<file path="config.mk">
export PLATFORM = sky130hd
export DESIGN_NAME = servo_pwm_gen
export DESIGN_NICKNAME = d
export VERILOG_FILES = /design/src/rtl/servo_pkg.sv /design/src/rtl/tick_gen.sv /design/src/rtl/servo_pwm_gen.sv
export SDC_FILE = /design/constraint.sdc
export NUM_CORES = 1
export LEC_CHECK = 0
export CAP_MARGIN = 40
export CORE_ASPECT_RATIO = 1.5
export CORE_UTILIZATION = 35
export CTS_CLUSTER_DIAMETER = 80
export DETAILED_ROUTE_END_ITERATION = 10
export DONT_BUFFER_PORTS = 1
export SLEW_MARGIN = 10
export SYNTH_ARGS = -nofsm -noshare
export SYNTH_HDL_FRONTEND = slang
export SYNTH_SLANG_ARGS = --single-unit
</file>
<file path="constraint.sdc">
create_clock -name clk_i -period 5.9 [get_ports clk_i]
set_clock_uncertainty 0.2 [all_clocks]
set_input_delay 1.18 -clock clk_i [delete_from_list [all_inputs] [get_ports clk_i]]
set_output_delay 1.18 -clock clk_i [all_outputs]
set_load 0.1 [all_outputs]
</file>
<file path="src/rtl/servo_pkg.sv">
// Shared types and default timing constants for the servo PWM generator.
package servo_pkg;

    typedef enum logic [1:0] {IDLE, HIGH, LOW} state_e;

    localparam int DEF_PRESCALE     = 50;
    localparam int DEF_PERIOD_TICKS = 20000;
    localparam int DEF_MIN_PULSE    = 1000;
    localparam int DEF_MAX_PULSE    = 2000;

    // Servo neutral: midpoint of the pulse range.
    function automatic logic [15:0] neutral_width(input int min_p, input int max_p);
        return 16'(min_p + ((max_p - min_p) >> 1));
    endfunction

endpackage

</file>
<file path="src/rtl/tick_gen.sv">
// Prescaler: one-cycle tick every PRESCALE clocks while run is high, held at 0 otherwise.
module tick_gen #(
    parameter int PRESCALE = 50
) (
    input  logic clk_i,
    input  logic reset,
    input  logic run,
    output logic tick
);
    localparam int CW = (PRESCALE > 1) ? $clog2(PRESCALE) : 1;

    logic [CW-1:0] cnt_q, cnt_d;

    assign tick = run && (cnt_q == CW'(PRESCALE - 1));

    always_comb begin
        cnt_d = cnt_q;
        if (!run || tick) cnt_d = '0;
        else              cnt_d = cnt_q + CW'(1);
    end

    always_ff @(posedge clk_i) begin
        if (reset) cnt_q <= '0;
        else       cnt_q <= cnt_d;
    end

endmodule

</file>
<file path="src/rtl/servo_pwm_gen.sv">
// Hobby-servo PWM frame generator: maps the PID duty word to a pulse width that is
// only swapped in at frame boundaries, and flags updates that were overwritten.
module servo_pwm_gen
    import servo_pkg::*;
#(
    parameter int WIDTH        = 12,
    parameter int PRESCALE     = DEF_PRESCALE,
    parameter int PERIOD_TICKS = DEF_PERIOD_TICKS,
    parameter int MIN_PULSE    = DEF_MIN_PULSE,
    parameter int MAX_PULSE    = DEF_MAX_PULSE
) (
    input  logic             clk_i,
    input  logic             reset,
    input  logic             enable_i,
    input  logic [WIDTH-1:0] duty_i,
    input  logic             duty_valid_i,
    output logic             pwm_o,
    output logic             frame_o,
    output logic [15:0]      pulse_ticks_o,
    output logic             ovr_o
);
    localparam logic [15:0] NEUTRAL = neutral_width(MIN_PULSE, MAX_PULSE);
    localparam int          PW      = WIDTH + 16;

    state_e      state_q, state_d;
    logic [15:0] tcnt_q, tcnt_d;
    logic [15:0] active_q, active_d;
    logic [15:0] pend_q, pend_d;
    logic        applied_q, applied_d;
    logic        ovr_q, ovr_d;
    logic        pwm_q, pwm_d;
    logic        frame_q, frame_d;

    logic          run, tick, frame_end, frame_start;
    logic [PW-1:0] prod;
    logic [15:0]   mapped;

    assign run = (state_q != IDLE);

    tick_gen #(.PRESCALE(PRESCALE)) u_tick (
        .clk_i (clk_i),
        .reset (reset),
        .run   (run),
        .tick  (tick)
    );

    // Full-width product so the shift sees every bit of the scaled duty.
    assign prod   = PW'(duty_i) * PW'(MAX_PULSE - MIN_PULSE);
    assign mapped = 16'(MIN_PULSE) + 16'(prod >> WIDTH);

    always_comb begin
        state_d     = state_q;
        tcnt_d      = tcnt_q;
        active_d    = active_q;
        frame_start = 1'b0;
        frame_end   = tick && (tcnt_q == 16'(PERIOD_TICKS - 1));

        if (state_q == IDLE) begin
            frame_start = enable_i;
        end else begin
            if (tick) tcnt_d = frame_end ? 16'd0 : tcnt_q + 16'd1;
            if (frame_end) begin
                if (enable_i) frame_start = 1'b1;
                else          state_d     = IDLE;
            end
        end

        if (frame_start) begin
            state_d  = HIGH;
            tcnt_d   = 16'd0;
            active_d = pend_q;
        end

        if (state_d == HIGH && tcnt_d >= active_d) state_d = LOW;

        pwm_d   = (state_d == HIGH);
        frame_d = frame_start;
    end

    // A strobe on the frame-start cycle does not collide: the old value is being applied now.
    always_comb begin
        pend_d    = pend_q;
        applied_d = applied_q;
        ovr_d     = ovr_q;
        if (frame_start) applied_d = 1'b1;
        if (duty_valid_i) begin
            if (!applied_q && !frame_start) ovr_d = 1'b1;
            pend_d    = mapped;
            applied_d = 1'b0;
        end
    end

    always_ff @(posedge clk_i) begin
        if (reset) begin
            state_q   <= IDLE;
            tcnt_q    <= 16'd0;
            active_q  <= NEUTRAL;
            pend_q    <= NEUTRAL;
            applied_q <= 1'b1;
            ovr_q     <= 1'b0;
            pwm_q     <= 1'b0;
            frame_q   <= 1'b0;
        end else begin
            state_q   <= state_d;
            tcnt_q    <= tcnt_d;
            active_q  <= active_d;
            pend_q    <= pend_d;
            applied_q <= applied_d;
            ovr_q     <= ovr_d;
            pwm_q     <= pwm_d;
            frame_q   <= frame_d;
        end
    end

    assign pwm_o         = pwm_q;
    assign frame_o       = frame_q;
    assign pulse_ticks_o = active_q;
    assign ovr_o         = ovr_q;

endmodule

</file>
==> results of run 1 <==
[sequential cells by signal, summed over array words and instances (netlist names), 2 cells and up]
signal and count:
state_q 2, tcnt_q 16, u_tick.cnt_q 6, pend_q 11, pulse_ticks_o 16
[path summary, 6_finish.rpt]
kind                                  from         to  cells after the start
worst max-delay path             duty_i[2]  pend_q[7]                     19
worst min-delay path             pend_q[6]  pend_q[6]                      2
worst max register to register  tcnt_q[11]      pwm_o                     16
worst min register to register   pend_q[6]  pend_q[6]                      2
[through the flow]
stage	utilization	cell area, µm²	worst slack [ps]	std cells	TNS, ps
2_1_floorplan	-	4660	4.95	497	0
3_3_place_gp	0.387	4900	-18.6	653	-18.6
3_5_place_dp	0.423	5340	-133	672	-133
4_1_cts	0.434	5490	168	680	0
5_1_grt	0.439	5550	-12.9	683	-12.9
6_report	0.439	5550	146	683	0
[cell type report]
cell class | instances | area, µm²
clock buffer | 6 | 129
multi-input combinational | 370 | 3310
tap | 156 | 195
clock inverter | 2 | 16.3
fill | 1242 | 7090
timing repair buffer | 34 | 561
inverter | 60 | 233
sequential | 55 | 1100
[where the power goes]
group	internal, mW	switching [mW]	leakage, nW
clock network	0.159	0.134	0.0675
registers	0.409	0.0262	0.448
logic	0.798	0.862	2.02
total	1.37	1.02	2.53
[worst register-to-register path, stage by stage, from the launching register on]
cell	delay, ps
dfxtp_1	400
nor4b_1	270
nand4_1	130
nor4b_1	470
a21o_1	280
nand2_1	220
buf_4	280
mux2_2	300
ha_1	260
nand2b_1	140
a21o_1	170
a21o_1	170
a21o_1	170
a21oi_1	180
o21ai_0	130
a31oi_1	260
and3_1	190
[cells by family after synthesis]
logic type	Yosys count
buffers and inverters	72
DFF	55
muxes	18
adders and majority gates	99
AOI/OAI and AO/OA	69
xor gates and xnor gates	29
and+or+nand+nor	155
[metal layers]
layer | wire length, µm | share of wire
met3 | 212 | 0.023
met1 | 3650 | 0.39
met2 | 5340 | 0.58
met5 | 0 | 0
met4 | 79 | 0.0085
[layout by cell type (no fill, tap or decap), types with 4 or more instances in the layout]
master	count
buf_16	13
a21o_1	11
nor2_1	60
a31oi_1	4
buf_4	15
dfxtp_1	55
buf_8	6
ha_1	59
nor3_1	6
xnor2_1	11
and2_1	9
xor2_1	17
fa_1	34
nor2b_1	5
o21ai_0	10
nand3_1	11
a21oi_1	15
nand2_1	31
clkbuf_16	5
inv_1	57
nand4_1	8
mux2i_1	17
[repair_timing]
action,CTS,global route
setup buffers,0,3
hold buffers,0,0
endpoints found under the setup margin,0,1
resized for setup,0,10
==> impl_results.md, run 1 <==
- Status: complete, no violations
- Simple-gate area share of the yosys netlist: 0.164
- Final period utilization: 0.975
- Unique cell type count in the Yosys netlist: slightly below 60
- Vias per cell: 5.02
- Leakage: around 2.5 nW
- Critical-path maximum fanout: 5
- Nets: between 600 and 700
- Initial DRT Pass Iterations: 4
- Clock sink count: 55
- Netlist area before placement: about 0.0046 mm²
- Hold WC Path Type: flip-flop to flip-flop
- Routability cong.: 0.814
- Initial Utilization: 0.364
- Critical path's largest stage delay: ~580 ps
- Most used DFF post-synth: dfxtp_1
- Mapped Nets: around 610
- Grt met3 use: 0.0160
- Grt ovf: 0
- Peak VDD IR: around 0.00023 V
- Tot GR Track Use: 0.141
- Average cell area after synthesis: 9.24 µm²
- CTS clock-pin slew for the worst setup and hold paths: about 70 ps
- CP Launch Type: input pin
- CTS tree: built
- Number of synthesized flops with an enable pin: 0
- Register area share after synthesis: 0.240
- Die ar.: 0.0136 mm²
- Worst Path Buf+Inv: 2
- CTS Root Cell: clkbuf_16
- Mapped Cells: roughly 500
- Syn-to-layout area delta: 20.7%
- Rel. slew slack: 0.484
- First-pass GRT wire length: 15300 µm
- Max-Cap Viols: 0
- Core area: 0.0126 mm²
- Slew Limit Fails: 0
- Area contributors post-synth: dfxtp_1 24%, ha_1 17%, fa_1 16%
- Slew at the pin closest to its max-slew limit: around 770 ps
- Asr flop ratio synth: 0
- Biggest area consumer among synthesized cells: dfxtp_1
- IO Pins: 35
- Compound-Gate Fraction of Synth Area: 0.111
- Routed Antenna Nets: 0
- Die W: ~96 µm
- Yosys warns: 0
- Crit-path cells: clkinvlp_4 > fa_1 > fa_1 > fa_1 > fa_1 > inv_2 > ha_4 > a21o_1 > a21o_1 > a2111oi_4 > nor3_2 > or2_4 > xor2_2 > ha_2 > nor2_2 > a21oi_2 > a2bb2oi_2 > o22ai_1 > a2111o_1
- Bufs on Longest Clock Path: 2
- Critical Path RT: roughly 6000 ps
- Met2 Resource Use GR: 0.286
- Post-synthesis mux area share: 0.0395
- Antenna cells: 0
- Overall Power: between 2 and 2.5 mW
- DR WL/cell: 13.6 µm
- Top-area cell type share of the netlist area: 0.240
- Reg2reg setup slack: 1630 ps
- PortBufs: 0
- Crit path top cell by count: fa_1
- Post-layout min period: roughly 5800 ps
- H-tree level count: 2
- Initial drt markers: a little under 90
- Xor/xnor cell area share of the yosys netlist: 0.0553
- Vias in the first global route: 3421
- CTS Buf Count: 5
- Share of post-route cells with drive strength above 1: 0.142
- Post-Synth Adder-Cell Area: 0.330
- Row cnt: 50
- Die Ht: about 140 µm
- Synth cell count leaders: 62 x ha_1, 62 x nor2_1, 60 x inv_1
- Routed vias: around 3400
- Setup Viol. Count Final: 0
- Largest family of logic cells by synthesized area: adder cells
- Min Hold Slack: ~280 ps
- Global routing's busiest layer: met2
- Final HPWL DP: between 7000 and 8000 µm
- Initial antenna violation count: 0
- Max Clk Rate: ~0.17 GHz
- Clk Latency, worst-skew pair: 290 ps
- Setup CP Type: input pin to flip-flop
- Synth Register Bits: 55
- Routed WL: a little over 9000 µm
- Arr. time, crit path: around 5700 ps
- Crit end category: flip-flop
- Final hold vios: 0
- Pwr dens: roughly 430 mW/mm²
- Slowest CP cell: fa_1
- Drt drc: 0
- Largest net degree at the start of global routing: 23
- M1 GR Usage: 0.148
- Largest delay contributor family on the critical path: adder cells
Power figures use the tool's default switching activity.
==> run 2, diff against run 1 <==
--- a/config.mk
+++ b/config.mk
@@ -7,10 +7,12 @@
 export LEC_CHECK = 0
 export CAP_MARGIN = 40
 export CORE_ASPECT_RATIO = 1.5
-export CORE_UTILIZATION = 35
+export CORE_UTILIZATION = 59
 export CTS_CLUSTER_DIAMETER = 80
 export DETAILED_ROUTE_END_ITERATION = 10
 export DONT_BUFFER_PORTS = 1
+export PLACE_DENSITY = 0.78
+export SETUP_SLACK_MARGIN = 0.15
 export SLEW_MARGIN = 10
 export SYNTH_ARGS = -nofsm -noshare
 export SYNTH_HDL_FRONTEND = slang
==> impl_results.md, run 2 (synthesis results as in run 1) <==
- Critical Path RT: 5880 ps (about the same)
- Initial Utilization: 0.607 (+0.244)
- Share of post-route cells with drive strength above 1: 0.129 (-0.0137)
- CTS Buf Count: 5 (unchanged)
- Final Instance Area: 0.00534 mm² (-3.8%)
- Slowest CP cell: fa_1
- CTS Root Cell: clkbuf_16
- CTS tree: built
- Hold WC Path Type: flip-flop to flip-flop
- Final period utilization: 0.966 (-0.00875)
- Initial DRT Pass Iterations: 4 (unchanged)
- Bufs on Longest Clock Path: 2 (unchanged)
- Max-Cap Viols: 0 (unchanged)
- Max Clk Rate: 0.175 GHz (+0.91%)
- Global routing's busiest layer: met2
- Min Hold Slack: 267 ps (-8.14 ps)
- Core area: 0.00756 mm² (-40%)
- Row cnt: 39 (-22%)
- Slew Limit Fails: 0 (unchanged)
- Worst Slack Setup Final: 198 ps (+51.7 ps)
- Pwr dens: 441 mW/mm² (+2.3%)
- DR WL/cell: 14.8 µm (+8.9%)
- Fillers: 561 (-55%)
- Antenna cells: 0 (unchanged)
- Drt drc: 0 (unchanged)
- Final hold vios: 0 (unchanged)
- Overall Power: 2.35 mW (-1.6%)
- Peak VDD IR: 0.000320 V (+39%)
- CP Launch Type: input pin
- Tot GR Track Use: 0.252 (+0.111)
- Routed Antenna Nets: 0 (unchanged)
- Largest net degree at the start of global routing: 23 (unchanged)
- Worst Path Buf+Inv: 2 (unchanged)
- Vias in the first global route: 3598 (+5.2%)
- Syn-to-layout area delta: 16.1%
- IO Pins: 35 (unchanged)
- Grt met3 use: 0.0318 (+0.0158)
- Setup CP Type: input pin to flip-flop
- RSZ-0062 raised after global routing: true
- Fin Setup TNS: 0 ps (unchanged)
- Clock sink count: 55 (unchanged)
- Initial drt markers: 135 (+53%)
- Vias per cell: 5.50 (+9.6%)
- First-pass GRT wire length: 15600 µm (+1.9%)
- Crit end category: flip-flop
- Reg2reg setup slack: 1710 ps (+80 ps)
- Final HPWL DP: 7540 µm (-3.9%)
- Die W: 74.1 µm (-23%)
- Slew at the pin closest to its max-slew limit: 715 ps (-52.4 ps)
- Grt ovf: 0 (unchanged)
- Crit-path cells: fa_2 > fa_1 > inv_1 > fa_1 > inv_2 > fa_1 > ha_4 > a21oi_2 > o21ai_2 > a2111oi_4 > nor3_2 > or2_4 > xor2_2 > ha_2 > nor2_2 > a21oi_2 > a2bb2oi_2 > o22ai_1 > a2111o_1
- Cell Area, Placed: 0.00516 mm² (-3.5%)
- Most frequent cells in the layout: 61 x nor2_1, 58 x inv_1, 58 x ha_1
- Clk Latency, worst-skew pair: 300 ps (about the same)
- Largest delay contributor family on the critical path: adder cells
- Setup Viol. Count Final: 0 (unchanged)
- Crit path top cell by count: fa_1
- Arr. time, crit path: 5680 ps (-60 ps)
- Pre-CTS setup slack: -111 ps (+21.6 ps)
- Status: complete, no violations
- Nets: 637 (-0.62%)
- Routability cong.: 0.827 (+1.5%)
- Met2 Resource Use GR: 0.503 (+0.217)
- Rel. slew slack: 0.520 (+0.0352)
- Routed vias: 3426 (-0.058%)
- H-tree level count: 2 (unchanged)
- Initial antenna violation count: 0 (unchanged)
- Routed WL: 9210 µm (-0.68%)
- M1 GR Usage: 0.252 (+0.104)
- Critical-path maximum fanout: 4 (-1)
- Die ar.: 0.00815 mm² (-40%)
- CTS clock-pin slew for the worst setup and hold paths: 60 ps (about the same)
- Critical path's largest stage delay: 590 ps (about the same)
- PortBufs: 0 (unchanged)
- Die Ht: 110 µm (-23%)
- Most common cell after layout, fill and taps aside: nor2_1
- Post-layout min period: 5700 ps (-51.7 ps)
- Leakage: 2.47 nW (-2.4%)
==> run 2: changes by cell type in the layout (fill, tap and decap cells not counted), moves of 2 or more <==
cell / change
buf_16: -8
buf_8: +8
buf_4: -4
clkinvlp_4: -2
==> run 2: timing repair <==
item / 4_1_cts / 5_1_grt
buffers inserted: 0 / 2
hold buffers: 0 / 0
gates resized for setup: 0 / 7
endpoints found under the setup margin: 0 / 1
==> run 2: per-stage QoR <==
stage	utilization	cells
3_3_place_gp	0.636	596
5_1_grt	0.705	623
6_report	0.705	623
4_1_cts	0.699	621
2_1_floorplan	-	497
3_5_place_dp	0.682	615
==> run 2: where the power goes <==
group	internal [mW]	switching [mW]	total [mW]
combinational	0.780	0.865	1.65
sequential	0.409	0.0235	0.432
clock	0.153	0.120	0.273
total	1.34	1.01	2.35
==> run 2: final timing paths <==
check,startpoint,endpoint,cells after the start
hold / removal,u_tick.cnt_q[0],u_tick.cnt_q[0],1
setup reg to reg,tcnt_q[11],pwm_o,16
hold reg to reg,u_tick.cnt_q[0],u_tick.cnt_q[0],1
setup / recovery,duty_i[0],pend_q[7],19
==> run 2: routing by layer <==
metal / wire [µm] / part of all wire
met2: 5280 / 0.57
met1: 3420 / 0.37
met3: 249 / 0.027
met4: 261 / 0.028
met5: 0 / 0
==> run 2: final cells by class <==
| type | count | area, µm² | share of cell area |
|---|---|---|---|
| clock buffers | 6 | 129 | 0.0242 |
| inverters | 60 | 229 | 0.0429 |
| multi-input cells | 370 | 3320 | 0.622 |
| flip-flops and latches | 55 | 1100 | 0.206 |
| well taps | 102 | 128 | 0.0239 |
| repair buffers | 30 | 430 | 0.0807 |
==> run 3, diff against run 2 <==
==> constraint.sdc (replaced) <==
create_clock -name clk_i -period 5.9 [get_ports clk_i]
set_clock_uncertainty 0.2 [all_clocks]
set_input_delay 0.295 -clock clk_i [delete_from_list [all_inputs] [get_ports clk_i]]
set_output_delay 0.295 -clock clk_i [all_outputs]
set_load 0.1 [all_outputs]
==> impl_results.md, run 3 (synthesis results as in run 1) <==
- Clock share of power: 0.139 (+0.023)
- Largest net degree at the start of global routing: 21 (-8.7%)
- Critical-path maximum fanout: 4 (unchanged)
- Clock sink count: 55 (unchanged)
- Routability cong.: 0.808 (-2.2%)
- Finished Core Util: 0.691 (-0.0141)
- Crit end category: flip-flop
- Pwr dens: 417 mW/mm² (-5.4%)
- DP Cell Count: 608 (-1.1%)
- Critical Path RT: 5880 ps (about the same)
- CTS clock-pin slew for the worst setup and hold paths: 80 ps (+20 ps)
- Die ar.: 0.00815 mm² (unchanged)
- Drt drc: 0 (unchanged)
- Int Pwr: 1.22 mW (-9.4%)
- Tot GR Track Use: 0.253 (+0.000912)
- Peak VDD IR: 0.000356 V (+11%)
- Arr. time, crit path: 5370 ps (-310 ps)
- Clk Latency, worst-skew pair: 300 ps (about the same)
- Fin Setup TNS: 0 ps (unchanged)
- Routed WL: 9250 µm (+0.40%)
- Min Hold Slack: -4.65 ps (-272 ps)
- Status: finished with violations
- Syn-to-layout area delta: 13.8%
- Pre-CTS setup slack: 214 ps (+326 ps)
- Initial DRT Pass Iterations: 4 (unchanged)
- DR WL/cell: 14.9 µm (+1.1%)
- CTS Buf Count: 5 (unchanged)
- Post-layout min period: 5390 ps (-317 ps)
- Bufs on Longest Clock Path: 2 (unchanged)
- CP Launch Type: input pin
- IO Pins: 35 (unchanged)
- Part of the power in registers: 0.198 (+0.014)
- # resized after CTS: 0 (unchanged)
- Crit-path cells: inv_1 > fa_1 > fa_1 > fa_1 > fa_1 > inv_1 > ha_1 > a21o_1 > a21o_1 > a2111oi_1 > nor3_1 > or2_2 > xor2_1 > ha_1 > nor2_1 > a21oi_1 > a2bb2oi_1 > o22ai_1 > a2111o_1
- Slew Limit Fails: 0 (unchanged)
- Critical path's largest stage delay: 520 ps (-70 ps)
- Slew at the pin closest to its max-slew limit: 754 ps (+39.2 ps)
- Combinational power share: 0.662 (-0.038)
- Most frequent cells in the layout: 62 x nor2_1, 62 x ha_1, 60 x inv_1
- Die W: 74.1 µm (unchanged)
- Row cnt: 39 (unchanged)
- Hold WC Path Type: input pin to flip-flop
- Failing checks: hold timing
- Crit path top cell by count: fa_1
- Reg2reg setup slack: 1690 ps (-20 ps)
- Core area: 0.00756 mm² (unchanged)
- Final hold vios: 1 (+1)
- Max-Cap Viols: 0 (unchanged)
- Setup CP Type: input pin to flip-flop
- Setup Viol. Count Final: 0 (unchanged)
- Rel. slew slack: 0.496 (-0.0238)
- Routed vias: 3460 (+0.99%)
- Routed Antenna Nets: 0 (unchanged)
- Grt ovf: 0 (unchanged)
- Switching part of the total: 0.442 (+0.0130)
- Antenna cells: 0 (unchanged)
- Net Sw Power: 0.963 mW (-4.5%)
- Final HPWL DP: 7610 µm (+1.0%)
- Nets: 631 (-0.94%)
- CTS tree: built
- Worst Path Buf+Inv: 2 (unchanged)
- Vias in the first global route: 3695 (+2.7%)
- H-tree level count: 2 (unchanged)
- Leakage: 2.46 nW (-0.32%)
- Initial Utilization: 0.607 (unchanged)
- Die Ht: 110 µm (unchanged)
- Largest delay contributor family on the critical path: adder cells
- Vias per cell: 5.59 (+1.6%)
- Final period utilization: 0.913 (-0.0537)
- Worst Slack Setup Final: 515 ps (+317 ps)
- Cell Area, Placed: 0.00504 mm² (-2.2%)
- PortBufs: 0 (unchanged)
- Share of post-route cells with drive strength above 1: 0.0851 (-0.0435)
- RSZ-0062 raised after global routing: false
- Overall Power: 2.18 mW (-7.3%)
- Max Clk Rate: 0.186 GHz (+5.9%)
- Final Instance Area: 0.00523 mm² (-2.0%)
- Initial drt markers: 123 (-8.9%)
- Slowest CP cell: fa_1
- First-pass GRT wire length: 16000 µm (+2.5%)
- Final Non-Filler Cells: 619 (-0.64%)
- Initial antenna violation count: 0 (unchanged)
- CTS Root Cell: clkbuf_16
==> run 3: repair_timing <==
item | CTS | global route
hold buffers | 3 | 0
endpoints found under the hold margin | 24 | 0
setup buffers | 0 | 0
==> run 3: power groups by stage <==
stage | registers, mW | clock network [mW] | logic, mW
2_1_floorplan | 0.493 | 0 | 1.10
3_3_place_gp | 0.500 | 0 | 1.27
3_5_place_dp | 0.441 | 0 | 1.43
4_1_cts | 0.433 | 0.304 | 1.45
5_1_grt | 0.436 | 0.320 | 1.64
6_report | 0.432 | 0.303 | 1.44
==> run 3: final cells by class <==
class                      instances  area (µm²)
clock buffer                       5         125
tap                              102         128
inverter                          60         225
sequential                        55        1100
multi-input combinational        370        3220
fill                             558        2330
timing repair buffer              24         405
clock inverter                     3        28.8
==> run 3: worst paths after layout <==
kind	cells after the start	endpoint	start
setup / recovery	19	pend_q[7]	duty_i[3]
hold reg to reg	1	u_tick.cnt_q[0]	u_tick.cnt_q[0]
hold / removal	3	pend_q[2]	duty_valid_i
setup reg to reg	16	pwm_o	tcnt_q[11]
==> run 3: tightest hold or removal path, stage by stage <==
cell     delay [ps]
nand2_1          30
o21ai_0          70
nand2_1          50
==> run 3: layer usage <==
| layer | part of all wire | global-route usage | routed length (µm) | up-vias |
|---|---|---|---|---|
| met5 | 0 | 0 | 0 | - |
| met4 | 0.024 | 0.103 | 219 | 0 |
| met2 | 0.58 | 0.502 | 5400 | 72 |
| met3 | 0.030 | 0.0327 | 282 | 23 |
| met1 | 0.36 | 0.255 | 3350 | 1653 |
| li1 | - | - | - | 1712 |
